<file path="config.mk">
export PLATFORM = sky130hd
export DESIGN_NAME = i2c_req_arbiter
export DESIGN_NICKNAME = d
export VERILOG_FILES = /design/src/rtl/i2c_req_arbiter.sv
export SDC_FILE = /design/constraint.sdc
export NUM_CORES = 1
export LEC_CHECK = 0
export ABC_AREA = 1
export ABC_CLOCK_PERIOD_IN_PS = 1680
export BUFFER_PORTS_ARGS = -buffer_cell sky130_fd_sc_hd__buf_2
export CAP_MARGIN = 5
export CORE_AREA = 5 5 55 105
export DETAILED_ROUTE_END_ITERATION = 8
export DIE_AREA = 0 0 60 110
export PLACE_DENSITY = 0.68
export SYNTH_ARGS = -nofsm -noshare
export SYNTH_HDL_FRONTEND = slang
export SYNTH_SLANG_ARGS = --single-unit
</file>
<file path="constraint.sdc">
create_clock -name clk -period 1.68 [get_ports clk]
set_clock_uncertainty 0.2 [all_clocks]
set_input_delay 0.168 -clock clk [delete_from_list [all_inputs] [get_ports clk]]
set_output_delay 0.168 -clock clk [all_outputs]
set_load 0.02 [all_outputs]
</file>
<file path="src/rtl/i2c_req_arbiter.sv">
// Two-requester round-robin arbiter that sequences one command at a time into
// the shared I2C master. It waits for completion or timeout, then reports done/err to the owner.
module i2c_req_arbiter #(
    parameter int DATAWIDTH = 8,
    parameter int ADDRWIDTH = 6,
    parameter int TIMEOUT   = 64
) (
    input  logic                           clk,
    input  logic                           reset,
    input  logic [1:0]                     req_valid,
    input  logic [1:0]                     req_rw,
    input  logic [2*ADDRWIDTH-1:0]         req_addr,
    input  logic [2*DATAWIDTH-1:0]         req_data,
    input  logic [2*$clog2(DATAWIDTH)-1:0] req_shift,
    input  logic [1:0]                     req_msbin,
    input  logic [1:0]                     req_lsbin,
    output logic [1:0]                     req_ack,
    output logic [1:0]                     req_done,
    output logic                           req_err,
    output logic                           m_wr_en,
    output logic                           m_rd_en,
    output logic [ADDRWIDTH-1:0]           m_addr,
    output logic [DATAWIDTH-1:0]           m_D,
    output logic [$clog2(DATAWIDTH)-1:0]   m_S,
    output logic                           m_MSBIn,
    output logic                           m_LSBIn,
    input  logic                           m_done,
    output logic                           busy
);

    localparam int SW = $clog2(DATAWIDTH);
    localparam int CW = $clog2(TIMEOUT + 1);
    localparam logic [CW-1:0] CNT_LAST = CW'(TIMEOUT - 1);

    typedef enum logic [1:0] {
        ST_IDLE  = 2'd0,
        ST_ISSUE = 2'd1,
        ST_WAIT  = 2'd2,
        ST_DONE  = 2'd3
    } state_t;

    state_t          state_q, state_d;
    logic            grant_q, grant_d;
    logic            ptr_q, ptr_d;
    logic [CW-1:0]   cnt_q, cnt_d;
    logic [1:0]      ack_q, ack_d;
    logic [1:0]      done_q, done_d;
    logic            err_q, err_d;
    logic            wr_en_q, wr_en_d;
    logic            rd_en_q, rd_en_d;
    logic [ADDRWIDTH-1:0] addr_q, addr_d;
    logic [DATAWIDTH-1:0] data_q, data_d;
    logic [SW-1:0]   shift_q, shift_d;
    logic            msbin_q, msbin_d;
    logic            lsbin_q, lsbin_d;
    logic            busy_q, busy_d;
    logic            sel;

    // Contention goes to the pointer; a lone requester wins outright.
    assign sel = (req_valid == 2'b11) ? ptr_q : req_valid[1];

    always_comb begin
        state_d = state_q;
        grant_d = grant_q;
        ptr_d   = ptr_q;
        cnt_d   = cnt_q;
        ack_d   = 2'b00;
        done_d  = 2'b00;
        err_d   = 1'b0;
        wr_en_d = 1'b0;
        rd_en_d = 1'b0;
        addr_d  = addr_q;
        data_d  = data_q;
        shift_d = shift_q;
        msbin_d = msbin_q;
        lsbin_d = lsbin_q;

        case (state_q)
            ST_IDLE: begin
                if (|req_valid) begin
                    grant_d = sel;
                    addr_d  = sel ? req_addr[2*ADDRWIDTH-1:ADDRWIDTH] : req_addr[ADDRWIDTH-1:0];
                    data_d  = sel ? req_data[2*DATAWIDTH-1:DATAWIDTH] : req_data[DATAWIDTH-1:0];
                    shift_d = sel ? req_shift[2*SW-1:SW] : req_shift[SW-1:0];
                    msbin_d = req_msbin[sel];
                    lsbin_d = req_lsbin[sel];
                    ack_d   = sel ? 2'b10 : 2'b01;
                    wr_en_d = ~req_rw[sel];
                    rd_en_d = req_rw[sel];
                    cnt_d   = '0;
                    state_d = ST_ISSUE;
                end
            end
            ST_ISSUE: begin
                // The counter tracks cycles elapsed since the ISSUE cycle.
                cnt_d   = cnt_q + 1'b1;
                state_d = ST_WAIT;
            end
            ST_WAIT: begin
                if (m_done) begin
                    done_d  = grant_q ? 2'b10 : 2'b01;
                    err_d   = 1'b0;
                    state_d = ST_DONE;
                end else if (cnt_q >= CNT_LAST) begin
                    done_d  = grant_q ? 2'b10 : 2'b01;
                    err_d   = 1'b1;
                    state_d = ST_DONE;
                end else begin
                    cnt_d = cnt_q + 1'b1;
                end
            end
            ST_DONE: begin
                ptr_d   = ~grant_q;
                state_d = ST_IDLE;
            end
            default: state_d = ST_IDLE;
        endcase

        busy_d = (state_d != ST_IDLE);
    end

    always_ff @(posedge clk) begin
        if (reset) begin
            state_q <= ST_IDLE;
            grant_q <= 1'b0;
            ptr_q   <= 1'b0;
            cnt_q   <= '0;
            ack_q   <= 2'b00;
            done_q  <= 2'b00;
            err_q   <= 1'b0;
            wr_en_q <= 1'b0;
            rd_en_q <= 1'b0;
            addr_q  <= '0;
            data_q  <= '0;
            shift_q <= '0;
            msbin_q <= 1'b0;
            lsbin_q <= 1'b0;
            busy_q  <= 1'b0;
        end else begin
            state_q <= state_d;
            grant_q <= grant_d;
            ptr_q   <= ptr_d;
            cnt_q   <= cnt_d;
            ack_q   <= ack_d;
            done_q  <= done_d;
            err_q   <= err_d;
            wr_en_q <= wr_en_d;
            rd_en_q <= rd_en_d;
            addr_q  <= addr_d;
            data_q  <= data_d;
            shift_q <= shift_d;
            msbin_q <= msbin_d;
            lsbin_q <= lsbin_d;
            busy_q  <= busy_d;
        end
    end

    assign req_ack  = ack_q;
    assign req_done = done_q;
    assign req_err  = err_q;
    assign m_wr_en  = wr_en_q;
    assign m_rd_en  = rd_en_q;
    assign m_addr   = addr_q;
    assign m_D      = data_q;
    assign m_S      = shift_q;
    assign m_MSBIn  = msbin_q;
    assign m_LSBIn  = lsbin_q;
    assign busy     = busy_q;

endmodule
</file>
Word level (Yosys, flattened, before mapping)
Cells that the tools add are included.
{"block": "op_classes", "reduce_logical": 9, "n_mux": 23, "addsub": 1, "magnitude_cmp": 2, "n_bitwise": 5, "eq_ne": 7}
{"op": "7-bit 2-to-1 mux", "n": 3}
{"op": "7-bit one-hot mux with 3 select lines", "n": 1}
{"op": "2-bit 2-to-1 mux", "n": 7}
{"op": "1-bit 2-to-1 mux", "n": 8}
{"op": "8-bit 2-to-1 mux", "n": 1}
{"op": "2-bit one-hot mux with 4 select lines", "n": 1}
{"op": "7-bit by 1-bit adder with 7-bit output (second input constant)", "n": 1}
{"op": "7-bit by 6-bit greater-or-equal comparator with 1-bit output (second input constant)", "n": 1}
{"op": "2-bit == test (second input constant)", "n": 3}
{"op": "6-bit 2-to-1 mux", "n": 1}
{"op": "2-bit != test (second input constant)", "n": 3}
{"op": "3-bit OR reduction", "n": 2}
{"op": "1-bit inverter", "n": 5}
{"op": "4-bit AND reduction", "n": 1}
{"op": "2-bit OR reduction", "n": 2}
{"op": "3-bit 2-to-1 mux", "n": 1}
{"op": "3-bit nonzero test", "n": 1}
{"op": "2-bit by 1-bit == test with 1-bit output (second input constant)", "n": 1}
{"op": "2-bit logical NOT", "n": 1}
{"op": "1-bit by 2-bit less-than comparator with 1-bit output (second input constant)", "n": 1}
{"op": "2-bit AND reduction", "n": 1}
{"op": "2-bit nonzero test", "n": 1}
{"block": "word_totals", "regBits": 38}

Depth between registers and ports, before layout
Gate-level depths: netlist of the first run.
{"block": "logic_depth", "depth_word": 5, "mapped_depth": 10, "ltp_nobuf": 10}

Least setup slack after synthesis of the first run
OpenSTA, ideal clock, no wires.
{"block": "synth_path", "path_type": "flip-flop to flip-flop", "startpoint": "register state_q[0]", "endpoint": "register cnt_q[1]", "t_required_ns": 1.416, "stages_incl_launch_ff": 8, "period_less_slack_ns": 1.637, "path_slack_ns": 0.043, "t_arrival_ns": 1.373, "path_cell_list": "dfxtp_1 -> inv_1 -> ha_1 -> a21oi_1 -> nand3_4 -> nand2_1 -> clkinv_1 -> nor2_1"}
{"block": "synth_via", "elab_chain_len": 3, "word_cells_on_any_way": 9, "classes_between": "eq/ne: 5; mux: 1; reduce/logical: 3"}
{"item": "start: declaration", "line_no": "42", "rtl": "state_t state_q, state_d;"}
{"item": "start signal: assignment", "line_no": "140", "rtl": "state_q <= state_d;"}
{"item": "2-bit == test, or another cell as far along", "line_no": "78", "rtl": "case (state_q)"}
{"item": "2-bit != test (no line) or 3-bit nonzero test (tied branches)"}
{"item": "4-bit AND reduction (no line)"}
{"item": "end signal: assignment", "line_no": "143", "rtl": "cnt_q <= cnt_d;"}
{"item": "end: declaration", "line_no": "45", "rtl": "logic [CW-1:0] cnt_q, cnt_d;"}
Several ways; a longest one is shown, not always the timed one.
A chain may end at the register's enable or synchronous reset.

Worst setup path in the final report of the first run
Ends and elaborated chain as after synthesis.

==> summary.txt, run 1 <==
Status = completed
Routed via count = 2075
ANT nets after route = 0
Multi-input logic area = 905 um2
Period utilization = 0.926
CP Launch Type = register
Sequential fraction of the synthesis area = 0.432
Die Area = 0.00660 mm2
Final hold vios = 0
Max-cap violations = 0
Largest net degree at the start of global routing = 27
Mux cell area share after synthesis = 0
Vias per std cell = 4.88
Post-Synth XOR/XNOR Area = 0
Core Area = 0.00486 mm2
Post-synthesis compound-gate area fraction = 0.159
Area after DPL = 0.00222 mm2
Crit path DAT = 1.59 ns
Commonest non-fill, non-tap cell in the layout = buf_2
Max Fclk = 0.643 GHz
CTS Buffer Depth = 2
Post-Synth Adder-Cell Area = 0.0426
Top cells by area, synth = dfxtp_1 43%, nand2_1 14%, a31oi_1 6.7%
Critical Path Start = state_q[0]$_SDFF_PP0_
CP required = 1.72 ns
DR WL/cell = 13.6 um
Worst vdd ir = 1.15 mV
Crit-path max FO = 8
Port buffer count = 71
Synth Area in Simple Gates = 0.287
CTS Buf Count = 5
DR iter-0 viols = 61
Most frequent cells in the layout = 72 x buf_2, 67 x nand2_1, 41 x dlygate4sd3_1
Drt first pass iters = 6
Layout net count = 417
Max-slew headroom = 0.736
Routability cong. = 0.841
CTS tree = done
Syn_nets = 295
Non-Filler Instances = 425
Drt total wl = 5760 um
Initial antenna violation count = 0
Die Y = 110 um
Die width = 60 um
Global-route wire length before repair = 9320 um
Seq. cell area = 763 um2
Drt drc = 0
Main combinational cell family by area after synthesis = simple AND/OR/NAND/NOR gates
H-tree levels = 2
PwrDens = 1400 mW/mm2
Vias in the first global route = 2119
Num rows = 36
Crit-path slowest cell = dfxtp_2
# setup viols final = 0
Reg2reg start = state_q[0]$_SDFF_PP0_
Leakage power = 1.37 nW
Worst-Margin Slew = 0.394 ns
Register bit total from synthesis = 38
Synth area leader = dfxtp_1
Cell variety after synth = 26
Tmin final = 1.56 ns
Worst Setup Path Type = register to register
Crit-path cells = inv_2, ha_1, a21oi_1, buf_4, nand3_4, nand2_1, clkinv_1, nor2_1
Initial Util = 0.362
GRT overflow = 0
Post-DP HPWL = 3660 um
Syn Inst Count = 244
Clk_lat worst skew = 0.30 ns
Layout area overhead = 59.4%
Setup TNS = 0 ns
Top Ports = 72
Cell Area, Synth = 0.00176 mm2
RSZ-0062 raised after global routing = no
Yosys warnings = 0
Fillcell total = 444
Synth top area share = 0.432
Overall routing resource usage = 0.185
Clk slew on worst S/H paths = 0.08 ns
Synth Area per Inst = 7.23 um2
Worst hold path class = primary input to register
Hold path startpoint = req_rw[0]
CP max stage delay = 0.36 ns
Layout cells sized above 1 = 0.305
Fin area = 0.00281 mm2
Clock net sink count = 38
Final Max Slew Viols = 0
Crit end category = register
Clock root buffer master = clkbuf_8
Inst Count DP = 371
-- final timing paths --
check,end,slack (ns),cells after the start
worst min-delay path,m_rd_en$_SDFF_PP0_,0.03,4
worst max register to register,cnt_q[1]$_SDFFE_PP0P_,0.12,8
worst max-delay path,cnt_q[1]$_SDFFE_PP0P_,0.12,8
worst min register to register,ptr_q$_SDFFE_PP0N_,0.26,1
-- layer usage --
layer	up-vias	wire, um	GRT usage
met4	0	140	0.0808
li1	1044	-	-
met1	945	2120	0.187
met2	77	3120	0.333
met5	-	0	0
met3	9	381	0.0594
-- cells in the mapped netlist --
master,n
nand3_1,8
nand3_4,1
clkbuf_1,8
ha_1,6
nand2_4,1
nor2_1,21
nand3_2,1
o21ai_0,16
buf_4,1
a31oi_1,19
dfxtp_1,38
inv_1,17
o21ai_1,7
a21oi_1,8
nand4_2,1
nand4_1,5
buf_1,2
nand3b_1,1
o22ai_1,1
or2_1,2
nor2_4,1
buf_2,1
clkinv_1,3
nand2_2,3
nand2_1,68
inv_2,4
-- stage by stage --
stage | setup slack, ns | util | hold slack [ns] | total power, mW
global placement | 0.0607 | 0.457 | 0.202 | 2.96
global route | 0.0159 | 0.577 | 0.0479 | 4.24
CTS | 0.0235 | 0.560 | 0.0274 | 3.73
finish | 0.124 | 0.578 | 0.0260 | 3.94
detailed placement | 0.0479 | 0.457 | 0.201 | 2.99
floorplan | 0.0433 | - | 0.0400 | 2.43
-- power by group --
group	total, mW	switching [mW]	internal, mW
registers	1.32	0.141	1.18
clock network	0.652	0.321	0.331
logic	1.97	1.19	0.779
-- state kept, by name, summed over array words and instances (netlist names), 2 cells and up --
name      cells
cnt_q         7
m_D           8
m_S           3
m_addr        6
req_ack       2
req_done      2
state_q       2
-- cells by family (layout without fill, tap and decap cells) --
group                    Yosys count  count (layout)
AO/OA/AOI/OAI                     51              51
adder cells (fa/ha/maj)            6               6
buffers and inverters             36             159
flip-flops                        38              38
other                              0               1
AND/OR/NAND/NOR                  113             113
-- critical path, delay by kind of cell (launching register included) --
family | cells | cell delay, ns
adders and majority gates | 1 | 0.20
and+or+nand+nor | 3 | 0.31
DFF | 1 | 0.36
buffers and inverters | 3 | 0.28
AOI/OAI and AO/OA | 1 | 0.15
-- what timing repair did --
item / in CTS / in global routing
setup endpoints to repair: 0 / 27
hold buffers: 41 / 0
buffers inserted: 0 / 3
endpoints found under the hold margin: 27 / 0
resized for setup: 0 / 13
-- cell type report --
| class | instances | area share |
|---|---|---|
| flip-flops and latches | 38 | 0.272 |
| clock buffers | 7 | 0.0307 |
| repair buffers | 127 | 0.316 |
| diodes | 1 | 0.000890 |
| inverters | 24 | 0.0321 |
| multi-input cells | 170 | 0.322 |
| clock inverters | 1 | 0.00178 |
| well taps | 57 | 0.0254 |
Power figures use the tool's default switching activity.
==> run 2, diff against run 1 <==
==> config.mk (replaced) <==
export PLATFORM = sky130hd
export DESIGN_NAME = i2c_req_arbiter
export DESIGN_NICKNAME = d
export VERILOG_FILES = /design/src/rtl/i2c_req_arbiter.sv
export SDC_FILE = /design/constraint.sdc
export NUM_CORES = 1
export LEC_CHECK = 0
export ABC_AREA = 1
export ABC_CLOCK_PERIOD_IN_PS = 1550
export BUFFER_PORTS_ARGS = -buffer_cell sky130_fd_sc_hd__buf_2
export CAP_MARGIN = 5
export CORE_AREA = 2 2 52 102
export DETAILED_ROUTE_END_ITERATION = 8
export DIE_AREA = 0 0 54 104
export PLACE_DENSITY = 0.65
export SYNTH_ARGS = -nofsm -noshare
export SYNTH_HDL_FRONTEND = slang
export SYNTH_SLANG_ARGS = --single-unit
==> constraint.sdc (replaced) <==
create_clock -name clk -period 1.55 [get_ports clk]
set_clock_uncertainty 0.2 [all_clocks]
set_input_delay 0.155 -clock clk [delete_from_list [all_inputs] [get_ports clk]]
set_output_delay 0.155 -clock clk [all_outputs]
set_load 0.02 [all_outputs]
==> summary.txt, run 2 (synthesis gave the netlist of run 1 again) <==
Worst setup margin = 0.00922 ns (-0.115 ns)
Initial antenna violation count = 0 (unchanged)
Core Area = 0.00486 mm2 (unchanged)
Status = completed
Max-cap violations = 0 (unchanged)
Final Max Slew Viols = 0 (unchanged)
DR iter-0 viols = 70 (+15%)
Worst R2R Path Depth = 9 (+1)
RSZ-0062 raised after global routing = yes
Worst vdd ir = 1.22 mV (+6.0%)
Drt drc = 0 (unchanged)
Post-DP HPWL = 3590 um (-1.9%)
Max Fclk = 0.649 GHz (+0.98%)
CP Launch Type = register
Tmin final = 1.54 ns (-0.0151 ns)
Layout cells sized above 1 = 0.417 (+0.112)
GRT overflow = 0 (unchanged)
PwrDens = 1590 mW/mm2 (+13%)
Net switching power figure = 2.03 mW (+23%)
CTS tree = done
Clk_lat worst skew = 0.28 ns (-0.02 ns)
# setup viols final = 0 (unchanged)
CTS Buf Count = 5 (unchanged)
Leakage power = 1.50 nW (+9.2%)
Port buffer count = 71 (unchanged)
Vias in the first global route = 2190 (+3.4%)
Fin area = 0.00308 mm2 (+9.6%)
Int Pwr = 2.86 mW (+25%)
CTS Buffer Depth = 2 (unchanged)
Reg2reg start = cnt_q[1]$_SDFFE_PP0P_
Clock root buffer master = clkbuf_8
Fillcell total = 397 (-11%)
Worst hold path class = primary input to register
Most frequent cells in the layout = 72 x buf_2, 60 x nand2_1, 41 x dlygate4sd3_1
Crit end category = register
Clk pwr share = 0.143 (-0.022)
Clock net sink count = 38 (unchanged)
Crit path DAT = 1.55 ns (-0.04 ns)
Top Ports = 72 (unchanged)
Post-place setup slack = -0.0704 ns (-0.118 ns)
DR WL/cell = 13.9 um (+2.9%)
Global-route wire length before repair = 9720 um (+4.2%)
ANT nets after route = 0 (unchanged)
CP required = 1.56 ns (-0.16 ns)
Switch share = 0.415 (-0.00350)
Die Area = 0.00562 mm2 (-15%)
Combinational power share = 0.551 (+0.052)
Critical Path Start = cnt_q[1]$_SDFFE_PP0P_
Largest register FFs = 8 (unchanged)
Sequential share of power = 0.306 (-0.029)
Routed via count = 2210 (+6.5%)
Crit-path max FO = 8 (unchanged)
Commonest non-fill, non-tap cell in the layout = buf_2
Area after DPL = 0.00230 mm2 (+3.2%)
Largest net degree at the start of global routing = 13 (-52%)
Max-slew headroom = 0.798 (+0.0620)
Worst Setup Path Type = register to register
Drt first pass iters = 5 (-1)
Die width = 54 um (-10%)
Overall routing resource usage = 0.227 (+0.0421)
Drt total wl = 6110 um (+6.0%)
Util after Layout = 0.633 (+0.0556)
H-tree levels = 2 (unchanged)
Layout area overhead = 74.7%
R2R setup slack = 0.009 ns (-0.11 ns)
Worst setup path end = cnt_q[2]$_SDFFE_PP0P_
Period utilization = 0.994 (+0.0679)
Worst-Margin Slew = 0.302 ns (-0.0926 ns)
Vias per std cell = 5.05 (+3.3%)
Initial Util = 0.362 (unchanged)
Routability cong. = 0.824 (-2.0%)
Die Y = 104 um (-5.5%)
Reg2reg end = cnt_q[2]$_SDFFE_PP0P_
Layout net count = 431 (+3.4%)
# diodes = 0 (-1)
Final hold vios = 0 (unchanged)
Clk slew on worst S/H paths = 0.08 ns (about the same)
Num rows = 36 (unchanged)
run 2: cell types whose count changed in the layout (fill, tap and decap cells not counted), moves of 3 or more:
| cell | before | now |
|---|---|---|
| nor2_2 | 0 | 3 |
| o21ai_0 | 16 | 5 |
| clkinv_1 | 3 | 0 |
| inv_1 | 16 | 12 |
| nand2_1 | 67 | 60 |
| buf_4 | 12 | 19 |
| buf_6 | 1 | 5 |
| nor2_1 | 20 | 17 |
| inv_2 | 5 | 11 |
| o21ai_2 | 0 | 8 |
| dfxtp_1 | 36 | 33 |
| nand2_2 | 4 | 10 |
run 2: layer usage:
metal	vias up	GRT usage	share of wire
met1	1006	0.233	0.33
met4	0	0.0982	0.056
met3	32	0.0474	0.051
li1	1073	-	-
met5	-	0	0
met2	99	0.411	0.56
run 2: worst min path at each step:
stage / start / endpoint / slack [ns] / cells after the start
2_1_floorplan: m_done / req_err$_SDFF_PP0_ / 0.03 / 1
3_3_place_gp: m_done / req_err$_SDFF_PP0_ / 0.21 / 2
3_5_place_dp: m_done / req_err$_SDFF_PP0_ / 0.21 / 2
4_1_cts: req_rw[0] / m_wr_en$_SDFF_PP0_ / 0.02 / 5
5_1_grt: req_rw[0] / m_wr_en$_SDFF_PP0_ / 0.05 / 5
6_report: req_rw[0] / m_wr_en$_SDFF_PP0_ / 0.03 / 5
run 2: repair_timing:
action,CTS,global route
hold endpoints to repair,27,0
setup endpoints to repair,26,33
setup buffers,1,4
pin swaps,3,18
hold buffers,41,0
gates cloned,2,3
resized for setup,16,56
run 2: final cells by class:
cell class / count / area (um2) / area share
clock buffer: 7 / 86.3 / 0.0280
clock inverter: 1 / 5.00 / 0.00162
inverter: 24 / 92.6 / 0.0301
multi-input combinational: 170 / 1010 / 0.327
sequential: 38 / 772 / 0.251
tap: 57 / 71.3 / 0.0232
timing repair buffer: 141 / 1040 / 0.339
run 2: through the flow:
step	cells	total power [mW]	hold slack (ns)	setup TNS [ns]
finish	438	4.89	0.0333	0
global route	438	5.22	0.0480	-0.498
CTS	432	4.41	0.0219	0
detailed placement	380	3.34	0.210	-1.13
global placement	380	3.31	0.208	-0.334
floorplan	244	2.64	0.0270	0
run 2: critical path: stages (launching register included):
cell and delay, ns:
dfxtp_2 0.37, buf_6 0.12, nand2_1 0.06, nor2_2 0.10, nand2_2 0.11, nand3_4 0.11
nand2_4 0.07, nand3_4 0.12, nand2_1 0.06, a21oi_1 0.15
run 2: power groups by stage:
| stage | combinational (mW) | clock, mW | sequential (mW) |
|---|---|---|---|
| finish | 2.69 | 0.701 | 1.49 |
| detailed placement | 1.90 | 0 | 1.44 |
| global placement | 1.87 | 0 | 1.44 |
| floorplan | 0.942 | 0 | 1.70 |
| global route | 2.92 | 0.765 | 1.53 |
| CTS | 2.25 | 0.724 | 1.43 |
